==> config.mk <==
export PLATFORM = sky130hd
export DESIGN_NAME = divider_32bit
export DESIGN_NICKNAME = d
export VERILOG_FILES = /design/src/rtl/div_pkg.sv /design/src/rtl/div_step.sv /design/src/rtl/divider_32bit.sv
export SDC_FILE = /design/constraint.sdc
export NUM_CORES = 1
export LEC_CHECK = 0
export BUFFER_PORTS_ARGS = -buffer_cell sky130_fd_sc_hd__buf_4
export CAP_MARGIN = 20
export CORE_ASPECT_RATIO = 1.5
export CORE_MARGIN = 2
export CORE_UTILIZATION = 43
export CTS_BUF_LIST = sky130_fd_sc_hd__clkbuf_2
export CTS_CLUSTER_SIZE = 30
export DETAILED_ROUTE_END_ITERATION = 12
export PLACE_DENSITY_LB_ADDON = 0.12
export SLEW_MARGIN = 20
export SYNTH_ARGS = -nofsm -noshare
export SYNTH_HDL_FRONTEND = slang
export SYNTH_SLANG_ARGS = --single-unit
==> constraint.sdc <==
create_clock -name clk_i -period 6.35 [get_ports clk_i]
set_input_delay 0.635 -clock clk_i [delete_from_list [all_inputs] [get_ports clk_i]]
set_output_delay 0.635 -clock clk_i [all_outputs]
set_load 0.1 [all_outputs]
==> src/rtl/div_pkg.sv <==
// Shared types and constants for the iterative RV32M divider.
// Operation encoding matches the funct3 low bits of DIV/DIVU/REM/REMU.
package div_pkg;

    localparam logic [31:0] DIV_ZERO_Q = 32'hFFFF_FFFF;
    localparam logic [31:0] INT_MIN    = 32'h8000_0000;

    typedef enum logic [1:0] {
        DIV  = 2'b00,
        DIVU = 2'b01,
        REM  = 2'b10,
        REMU = 2'b11
    } div_op_e;

    typedef enum logic [1:0] {
        IDLE,
        CALC,
        DONE
    } div_state_e;

    function automatic logic op_is_signed(div_op_e op);
        return (op == DIV) || (op == REM);
    endfunction

    function automatic logic op_is_rem(div_op_e op);
        return (op == REM) || (op == REMU);
    endfunction

endpackage

==> src/rtl/div_step.sv <==
// One restoring shift-and-subtract iteration of the divider.
// Combinational; the top reuses a single instance on every CALC cycle.
module div_step #(
    parameter int WIDTH = 32
) (
    input  logic [WIDTH-1:0] rem,
    input  logic             dvd_msb,
    input  logic [WIDTH-1:0] divisor,
    output logic [WIDTH-1:0] rem_next,
    output logic             q_bit
);

    logic [WIDTH:0] partial;
    logic [WIDTH:0] diff;

    // The shifted remainder keeps its top bit in bit WIDTH, so a divisor above
    // 2^(WIDTH-1) still compares correctly; bit WIDTH of the difference is the borrow.
    assign partial  = {rem, dvd_msb};
    assign diff     = partial - {1'b0, divisor};
    assign q_bit    = ~diff[WIDTH];
    assign rem_next = q_bit ? diff[WIDTH-1:0] : partial[WIDTH-1:0];

endmodule

==> src/rtl/divider_32bit.sv <==
// Multi-cycle restoring divider for DIV/DIVU/REM/REMU with a start/valid handshake.
// One quotient bit per cycle; divide-by-zero and signed overflow bypass the iteration.
module divider_32bit
    import div_pkg::*;
#(
    parameter int WIDTH = 32,
    parameter int CNT_W = 5
) (
    input  logic             clk_i,
    input  logic             rst_ni,
    input  logic             start_i,
    input  logic [1:0]       op_i,
    input  logic [WIDTH-1:0] a_i,
    input  logic [WIDTH-1:0] b_i,
    output logic             ready_o,
    output logic             busy_o,
    output logic             valid_o,
    output logic [WIDTH-1:0] re_o
);

    div_state_e       state, state_next;
    logic [CNT_W-1:0] cnt;
    div_op_e          op_q;
    logic [WIDTH-1:0] a_q;
    logic [WIDTH-1:0] dvd;
    logic [WIDTH-1:0] rem;
    logic [WIDTH-1:0] divisor;
    logic             q_neg, r_neg, div_zero, ovf;

    logic [WIDTH-1:0] rem_next;
    logic             q_bit;
    logic             accept, last_step;
    logic             in_signed, a_neg, b_neg, b_zero, in_ovf;
    logic [WIDTH-1:0] q_fix, r_fix, result;

    assign in_signed = op_is_signed(div_op_e'(op_i));
    assign a_neg     = in_signed & a_i[WIDTH-1];
    assign b_neg     = in_signed & b_i[WIDTH-1];
    assign b_zero    = (b_i == '0);
    assign in_ovf    = in_signed && (a_i == INT_MIN) && (b_i == '1);
    assign last_step = (cnt == CNT_W'(WIDTH - 1));

    // The valid_o cycle still belongs to the result hand-off, so a start
    // presented alongside the pulse is not taken until the following cycle.
    assign ready_o = (state == IDLE) && !valid_o;
    assign busy_o  = !ready_o;
    assign accept  = start_i && ready_o;

    div_step #(.WIDTH(WIDTH)) u_step (
        .rem      (rem),
        .dvd_msb  (dvd[WIDTH-1]),
        .divisor  (divisor),
        .rem_next (rem_next),
        .q_bit    (q_bit)
    );

    // NOTE: state registers use non-blocking assignments so every flop samples pre-edge values.
    always_ff @(posedge clk_i or negedge rst_ni) begin
        if (!rst_ni) state <= IDLE;
        else         state <= state_next;
    end

    // NOTE: defaults first in every combinational block so no path infers a latch.
    always_comb begin
        state_next = state;
        case (state)
            IDLE:    if (accept) state_next = (b_zero || in_ovf) ? DONE : CALC;
            CALC:    if (last_step) state_next = DONE;
            DONE:    state_next = IDLE;
            default: state_next = IDLE;
        endcase
    end

    always_comb begin
        q_fix = q_neg ? -dvd : dvd;
        r_fix = r_neg ? -rem : rem;
        if (div_zero)      result = op_is_rem(op_q) ? a_q : DIV_ZERO_Q;
        else if (ovf)      result = op_is_rem(op_q) ? '0  : INT_MIN;
        else               result = op_is_rem(op_q) ? r_fix : q_fix;
    end

    // dvd shifts the dividend out of its top while quotient bits enter at the bottom.
    always_ff @(posedge clk_i or negedge rst_ni) begin
        if (!rst_ni) begin
            cnt      <= '0;
            op_q     <= DIV;
            a_q      <= '0;
            dvd      <= '0;
            rem      <= '0;
            divisor  <= '0;
            q_neg    <= 1'b0;
            r_neg    <= 1'b0;
            div_zero <= 1'b0;
            ovf      <= 1'b0;
            valid_o  <= 1'b0;
            re_o     <= '0;
        end else begin
            valid_o <= 1'b0;
            case (state)
                IDLE: if (accept) begin
                    op_q     <= div_op_e'(op_i);
                    a_q      <= a_i;
                    dvd      <= a_neg ? -a_i : a_i;
                    divisor  <= b_neg ? -b_i : b_i;
                    rem      <= '0;
                    cnt      <= '0;
                    q_neg    <= a_neg ^ b_neg;
                    r_neg    <= a_neg;
                    div_zero <= b_zero;
                    ovf      <= in_ovf;
                end
                CALC: begin
                    rem <= rem_next;
                    dvd <= {dvd[WIDTH-2:0], q_bit};
                    cnt <= cnt + CNT_W'(1);
                end
                DONE: begin
                    re_o    <= result;
                    valid_o <= 1'b1;
                end
                default: ;
            endcase
        end
    end

endmodule
# Word-level counts from Yosys, hierarchy flattened
# Cells that the tools add are included.
# word_totals
out_inout_bits	35
mem_bits_ro	0
latchBits	0
wordCells	70
register_bits	174
inputBits	69
ramBits	0
memories	0
# op_classes
n_eq_ne	10
n_addsub	6
mul	0
n_bitwise	4
mux	21
n_div	0
magnitude_cmp	0
n_shift	0
reduce_logical	16
# op_table
cell	n
32-bit two-way mux	12
32-bit negator	4
32-bit case mux with 2 select lines	2
32-bit equality test (second input constant)	2
33-bit by 32-bit subtractor with 33-bit output	1
32-bit zero test	1
5-bit case mux with 2 select lines	1
2-bit equality test (second input constant)	4
2-bit two-way mux	3
2-bit AND reduction	3
5-bit by 1-bit adder with 5-bit output (second input constant)	1
5-bit equality test (second input constant)	1
5-bit two-way mux	1
1-bit logical AND	4
2-bit zero test	2
2-bit != test (second input constant)	2
2-bit case mux with 2 select lines	1
1-bit logical OR	3
1-bit bitwise AND	2
2-bit by 1-bit equality test with 1-bit output (second input constant)	1
1-bit zero test	2
2-bit nonzero test	1
1-bit two-way mux	1
1-bit inverter	1
1-bit bitwise XOR	1

# Logic depth before layout (Yosys ltp)
# Gate-level depths: netlist (run 1).
# logic_depth
depth_word	8
mapped_depth	13

# Cells and area by module
# Synthesis (run 1) repeated with hierarchy kept, for this count alone.
# hier_totals
hier_cells	1529
hier_area_um2	12570.8
# modules_own_cells
module	n_inst	cells_per_inst	seq_area_each_um2	area_each_um2
divider_32bit	1	1220	4329.2	10253.6
div_step	1	309	0.0	2317.2

# Least setup slack after synthesis (run 1)
# No wires, ideal clock.
# synth_path
path_type	register -> output
startpoint	register valid_o
endpoint	output port busy_o
path_slack_ns	1.407
path_stages_with_launch	3
t_arrival_ns	4.308
required_time_ns	5.715
path_buffers	0
path_cell_list	dfrtp_1 nor3_1 inv_1
# synth_via
elab_chain_len	3
# synth_lines
element	line_no	rtl
start, declared	divider_32bit.sv:17	output logic valid_o,
start signal, assigned	divider_32bit.sv:95	valid_o <= 1'b0;
start signal, assigned	divider_32bit.sv:98	valid_o <= 1'b0;
start signal, assigned	divider_32bit.sv:119	valid_o <= 1'b1;
1-bit zero test	divider_32bit.sv:45	assign ready_o = (state == IDLE) && !valid_o;
1-bit logical AND	divider_32bit.sv:45	
net ready_o	divider_32bit.sv:15	output logic ready_o,
1-bit zero test	divider_32bit.sv:46	assign busy_o = !ready_o;
end, declared	divider_32bit.sv:16	output logic busy_o,
# The timed path passes the listed nets, and every way through them passes these cells.

# Final worst setup path (run 1)
# layout_path
startpoint	register dvd[31]
endpoint	register rem[19]
# layout_via
elab_chain_len	3
# layout_lines
element	line_no	rtl
start, declared	divider_32bit.sv:25	logic [WIDTH-1:0] dvd;
start signal, assigned	divider_32bit.sv:103	dvd <= a_neg ? -a_i : a_i;
start signal, assigned	divider_32bit.sv:114	dvd <= {dvd[WIDTH-2:0], q_bit};
33-bit by 32-bit subtractor with 33-bit output	div_step.sv:19	assign diff = partial - {1'b0, divisor};
32-bit two-way mux	div_step.sv:21	assign rem_next = q_bit ? diff[WIDTH-1:0] : partial[WIDTH-1:0];
32-bit case mux with 2 select lines	divider_32bit.sv:99	case (state)
end signal, assigned	divider_32bit.sv:113	rem <= rem_next;
end, declared	divider_32bit.sv:26	logic [WIDTH-1:0] rem;
# Every way passes these cells.
# A chain may end at the register's enable or synchronous reset.

==> results of run 1 <==
## cells in the final DEF, fill, tap and decap left out, drive strengths merged, types with 4 or more instances in the layout
| master | count |
|---|---|
| nand2 | 225 |
| o21ai | 200 |
| dfrtp | 173 |
| buf | 119 |
| a21oi | 83 |
| xnor2 | 75 |
| xor2 | 67 |
| inv | 65 |
| nor2 | 63 |
| nand3 | 39 |
| ha | 39 |
| a22oi | 36 |
| o31ai | 29 |
| nor3 | 24 |
| dlygate4sd3 | 23 |
| mux2i | 22 |
| nand2b | 22 |
| or3 | 18 |
| nand4 | 17 |
| a31oi | 17 |
| clkbuf | 17 |
| o41ai | 16 |
| a21o | 16 |
| nor4 | 12 |
| and3 | 10 |
| o211ai | 9 |
| o22ai | 9 |
| or4 | 8 |
| o21a | 7 |
| nor2b | 7 |
| and2 | 6 |
| o21bai | 6 |
| a222oi | 6 |
| a21boi | 4 |
| o221ai | 4 |
| or2 | 4 |
## worst paths after layout
kind                                           from                  end  slack (ns)  depth (start not counted)
min in group asynchronous                    rst_ni  re_o[8]$_DFFE_PN0P_        0.34                          2
worst max-delay path            dvd[31]$_DFFE_PN0P_  rem[19]$_DFFE_PN0P_        2.57                         13
worst max register to register  dvd[31]$_DFFE_PN0P_  rem[19]$_DFFE_PN0P_        2.57                         13
max in group asynchronous                    rst_ni  a_q[27]$_DFFE_PN0P_        4.78                          3
worst min-delay path                        a_i[27]  dvd[27]$_DFFE_PN0P_        0.05                          3
worst min register to register  a_q[11]$_DFFE_PN0P_  a_q[11]$_DFFE_PN0P_        0.52                          2
## worst min-delay path, stage by stage
cell	delay, ns
buf_4	0.09
xnor2_1	0.10
o21ai_0	0.07
## repair_timing
| item | CTS | global route |
|---|---|---|
| hold buffers | 20 | 3 |
| resized for setup | 0 | 0 |
| setup endpoints to repair | 0 | 0 |
| hold endpoints to repair | 98 | 3 |
## state kept, by name, summed over array words and instances (netlist names)
name      cells
a_q          32
divisor      32
dvd          32
re_o         32
rem          32
cnt           5
state         2
div_zero      1
op_q          1
ovf           1
q_neg         1
r_neg         1
valid_o       1
## where the power goes
group	total, mW	leakage [nW]	switching [mW]	internal (mW)
Clock	0.664	0.157	0.465	0.199
Sequential	2.21	2.18	0.628	1.58
Combinational	4.91	3.44	2.98	1.93
Total	7.78	5.78	4.07	3.71
## kinds of logic after synthesis
logic type | synth area share
xor gates and xnor gates | 0.105
DFF | 0.365
buffers and inverters | 0.0468
and+or+nand+nor | 0.179
muxes | 0.0195
adders and majority gates | 0.0428
AOI/OAI and AO/OA | 0.242
## cell type report
type                       count  area [µm²]  share of cell area
tap                          342         428              0.0320
sequential                   173        4330               0.324
inverter                      56         210              0.0157
antenna                        2        5.00            0.000375
clock buffer                  17        85.1             0.00637
timing repair buffer         142        1130              0.0844
multi-input combinational   1133        7000               0.524
clock inverter                15         176              0.0132
## per-stage QoR
stage	setup slack, ns	util	hold slack [ns]	std cells
final	2.57	0.491	0.0460	1880
after CTS	2.61	0.490	0.00277	1875
after detailed placement	2.62	0.473	0.458	1823
after global routing	2.33	0.491	0.00590	1880
after floorplan	1.41	-	0.339	1452
after global placement	2.69	0.473	0.454	1823
## per-layer routing
layer	vias up	GRT usage	routed length, µm
met5	-	0	0
met4	0	0.215	3520
met3	114	0.0316	1210
met2	299	0.480	20400
met1	5305	0.298	15000
li1	5332	-	-
==> impl_metrics.json, run 1 <==
{
  "status": "completed",
  "cp.arrival_ns": 4.54,
  "overflow": 0,
  "worstSetupStartpointType": "register",
  "post_drt_wl_per_cell_um": 21.3,
  "final-hold-violation-count": 0,
  "groute.usage.overall": 0.274,
  "finalSetupViolations": 0,
  "cts_tree": "done",
  "relSlewSlack": 0.272,
  "fmax_mhz": 265,
  "ys_async_sr_fraction": 1.00,
  "synth-edff-count": 0,
  "synthTopCellsByArea": "dfrtp_1 36%, o21ai_0 8.4%, nand2_1 7.1%",
  "post-cts-setup-buffer-count": 0,
  "gp_congestion": 0.901,
  "ir_drop_v": 0.000250,
  "max_stage_delay_ns": 0.55,
  "die_w_um": 140,
  "endpoint_kind": "register",
  "cts_root_buffer": "clkbuf_2",
  "fin_tns_setup_ns": 0,
  "ys_ff_latch": 173,
  "min_path_type": "input port to register",
  "syn_inst": 1452,
  "synth_top_area_share": 0.365,
  "crit_path_cell_trace": "inv_1 -> ha_1 -> fa_1 -> nor2b_1 -> o31a_1 -> o211ai_1 -> nand2_1 -> o22ai_1 -> o311a_1 -> nand2_1 -> buf_4 -> mux2i_1 -> o21ai_0",
  "core_area_um2": 27200,
  "area_growth_pct": 12.7,
  "num-fill-cells": 2726,
  "grt_pass1_vias": 10800,
  "clk_pin_slew_worst_paths_ns": 0.27,
  "cts_buffers": 17,
  "die_area_um2": 29000,
  "drv_cap": 0,
  "final_area_um2": 13400,
  "final_max_slew_viol_count": 0,
  "skew_ns": 0.0293,
  "cp_top_family": "compound AO/OA/AOI/OAI gates",
  "path_common_cell": "nand2_1",
  "die_y_um": 207,
  "cp.required_ns": 7.12,
  "drcViolationCount": 0,
  "synth_area_um2": 11900,
  "synth_warnings": 0,
  "vias": 11100,
  "drt_iter0_drc": 814,
  "crit_fanout": 14,
  "synth_flop_cell": "dfrtp_1",
  "synth_most_common_cell": "nand2_1",
  "antenna_found_initial": 1,
  "finalCriticalPeriod_ns": 3.78,
  "placed_cell_area_um2": 12900,
  "viasPerCell": 5.88,
  "max-clock-path-buffers": 2,
  "worst_pin_slew_ns": 1.08,
  "grt_max_degree": 82,
  "start_util": 0.436,
  "fin_crit_sh": 0.594,
  "leakagePower_nw": 5.78,
  "io_pins": 104,
  "port_buffers": 103,
  "synthTopCellsByCount": "225 x nand2_1, 198 x o21ai_0, 173 x dfrtp_1, 83 x a21oi_1, 82 x clkbuf_1",
  "crit_slowest_cell": "o311a_1",
  "synth.avg_cell_area_um2": 8.17,
  "path_class": "register to register",
  "place_hpwl_mm": 30.8,
  "path_buf_inv": 2,
  "rsz0062_at_grt": "no",
  "yosysSeqAreaShare": 0.365,
  "rows": 74,
  "synth.largest_area_cell": "dfrtp_1",
  "ant_nets": 0,
  "drive_above_1_share": 0.111,
  "worstSkewPairLatency_ns": 0.87,
  "grt_pass1_wl_mm": 61.4,
  "syn-num-nets": 1561,
  "htreeDepth": 4,
  "fin_total_pwr_mw": 7.78,
  "ys_types": 64,
  "drtPass1Iterations": 6,
  "cts.sinks": 173,
  "power.density_nw_per_um2": 582,
  "drt_wl_total_mm": 40.1,
  "nNetsFinal": 1632
}
Note: power is estimated with default switching activity, not from simulation.
==> inputs of run 2 (changes only) <==
- clock period: 6.35 -> 3.2 ns (I/O delays scaled with it)
==> impl_metrics.json, run 2 (same netlist as run 1, synthesis figures left out) <==
{
  "status": "completed",
  "leakagePower_nw": 6.52,
  "nNetsFinal": 1787,
  "relSlewSlack": 0.489,
  "start_util": 0.436,
  "finalSetupViolations": 0,
  "port_buffers": 103,
  "cts.sinks": 173,
  "drt_iter0_drc": 1040,
  "min_path_type": "input port to asynchronous set/reset pin",
  "drtPass1Iterations": 6,
  "viasPerCell": 5.79,
  "final_cell_mix": "223 x nand2_1, 206 x buf_4, 193 x o21ai_0",
  "power.density_nw_per_um2": 1140,
  "ant_nets": 0,
  "regArea_um2": 4330,
  "groute.usage.overall": 0.292,
  "clk_pin_slew_worst_paths_ns": 0.26,
  "cts_tree": "done",
  "crit_fanout": 7,
  "final_cells": 2034,
  "path_class": "register to register",
  "path_buf_inv": 0,
  "die_w_um": 140,
  "drcViolationCount": 0,
  "htreeDepth": 4,
  "drt_wl_total_mm": 42.8,
  "max_stage_delay_ns": 0.57,
  "grt_max_degree": 77,
  "cp_top_family": "simple AND/OR/NAND/NOR gates",
  "worst_pin_slew_ns": 0.766,
  "drive_above_1_share": 0.166,
  "fmax_mhz": 320,
  "rows": 74,
  "cts_buffers": 17,
  "ir_drop_v": 0.000527,
  "fin_tns_setup_ns": 0,
  "num-fill-cells": 2647,
  "post-route-util": 0.545,
  "crit_path_cell_trace": "or4_4 -> or4_1 -> or3_4 -> o41ai_2 -> xnor2_1 -> a222oi_1 -> o21ai_1",
  "post_drt_wl_per_cell_um": 21.0,
  "grt_pass1_vias": 11600,
  "final_max_slew_viol_count": 0,
  "vias": 11800,
  "dp.cells": 1906,
  "final_common_cell": "nand2_1",
  "endpoint_kind": "register",
  "die_y_um": 207,
  "cp.required_ns": 3.94,
  "crit_slowest_cell": "or4_4",
  "drv_cap": 0,
  "cts_root_buffer": "clkbuf_2",
  "worstSkewPairLatency_ns": 0.85,
  "place_hpwl_mm": 32.3,
  "die_area_um2": 29000,
  "finalCriticalPeriod_ns": 3.13,
  "core_area_um2": 27200,
  "gp_congestion": 0.929,
  "worstSetupStartpointType": "register",
  "finalWorstSetupSlack_ns": 0.0728,
  "fin_total_pwr_mw": 16.9,
  "final-hold-violation-count": 0,
  "cp.arrival_ns": 3.87,
  "overflow": 0,
  "skew_ns": 0.0449,
  "max-clock-path-buffers": 2,
  "area_growth_pct": 25.0,
  "multi_input_area_um2": 7120,
  "io_pins": 104,
  "fin_crit_sh": 0.977,
  "place_ws_ns": -0.0960,
  "grt_pass1_wl_mm": 65.6,
  "antenna_found_initial": 1
}
-- run 2: changes by cell type in the layout (fill, tap and decap cells not counted), moves of 3 or more --
cell           before  now
buf_12              0    3
buf_4             118  206
clkinv_2            1    4
dlygate4sd3_1      23   85
inv_6               6    2
inv_8               3    0
nor4_4              0    3
o21ai_0           198  193
o21ai_1             2    7
o41ai_1            16   11
o41ai_2             0    5
-- run 2: what timing repair did --
item	in CTS	in global routing
endpoints found under the setup margin	3	43
gates resized for setup	3	26
pin swaps	2	7
buffers inserted	0	9
cloned	0	1
endpoints found under the hold margin	192	0
hold buffers	85	0
-- run 2: area by class of cell --
type,count,share of cell area
sequential,173,0.292
clock inverter,15,0.00987
tap,342,0.0289
antenna,1,0.000169
clock buffer,17,0.00574
inverter,56,0.0142
timing repair buffer,297,0.169
multi-input combinational,1133,0.480
-- run 2: per-layer routing --
| layer | track usage | part of all wire |
|---|---|---|
| met3 | 0.0314 | 0.035 |
| met4 | 0.220 | 0.091 |
| met1 | 0.328 | 0.37 |
| met5 | 0 | 0 |
| met2 | 0.506 | 0.50 |
-- run 2: worst paths after layout --
check,start,to,slack [ns],cells after the start
min in group clk_i,a_i[30],a_q[30]$_DFFE_PN0P_,0.23,4
max,dvd[13]$_DFFE_PN0P_,re_o[28]$_DFFE_PN0P_,0.07,7
max in group asynchronous,rst_ni,divisor[8]$_DFFE_PN0P_,2.35,3
min reg2reg,cnt[3]$_DFFE_PN0P_,cnt[3]$_DFFE_PN0P_,0.51,1
min,rst_ni,a_q[11]$_DFFE_PN0P_,0.04,2
max reg2reg,dvd[13]$_DFFE_PN0P_,re_o[28]$_DFFE_PN0P_,0.07,7
-- run 2: report_power, final --
| group | switching (mW) | internal (mW) |
|---|---|---|
| sequential | 0.972 | 3.15 |
| clock | 0.841 | 0.356 |
| combinational | 6.57 | 4.97 |
-- run 2: per-stage QoR --
| stage | hold slack [ns] | instance area, µm² |
|---|---|---|
| after global routing | 0.0861 | 14800 |
| after floorplan | 0.0244 | 11900 |
| final | 0.0414 | 14800 |
| after CTS | 0.0354 | 14600 |
| after global placement | 0.411 | 13500 |
| after detailed placement | 0.417 | 13500 |
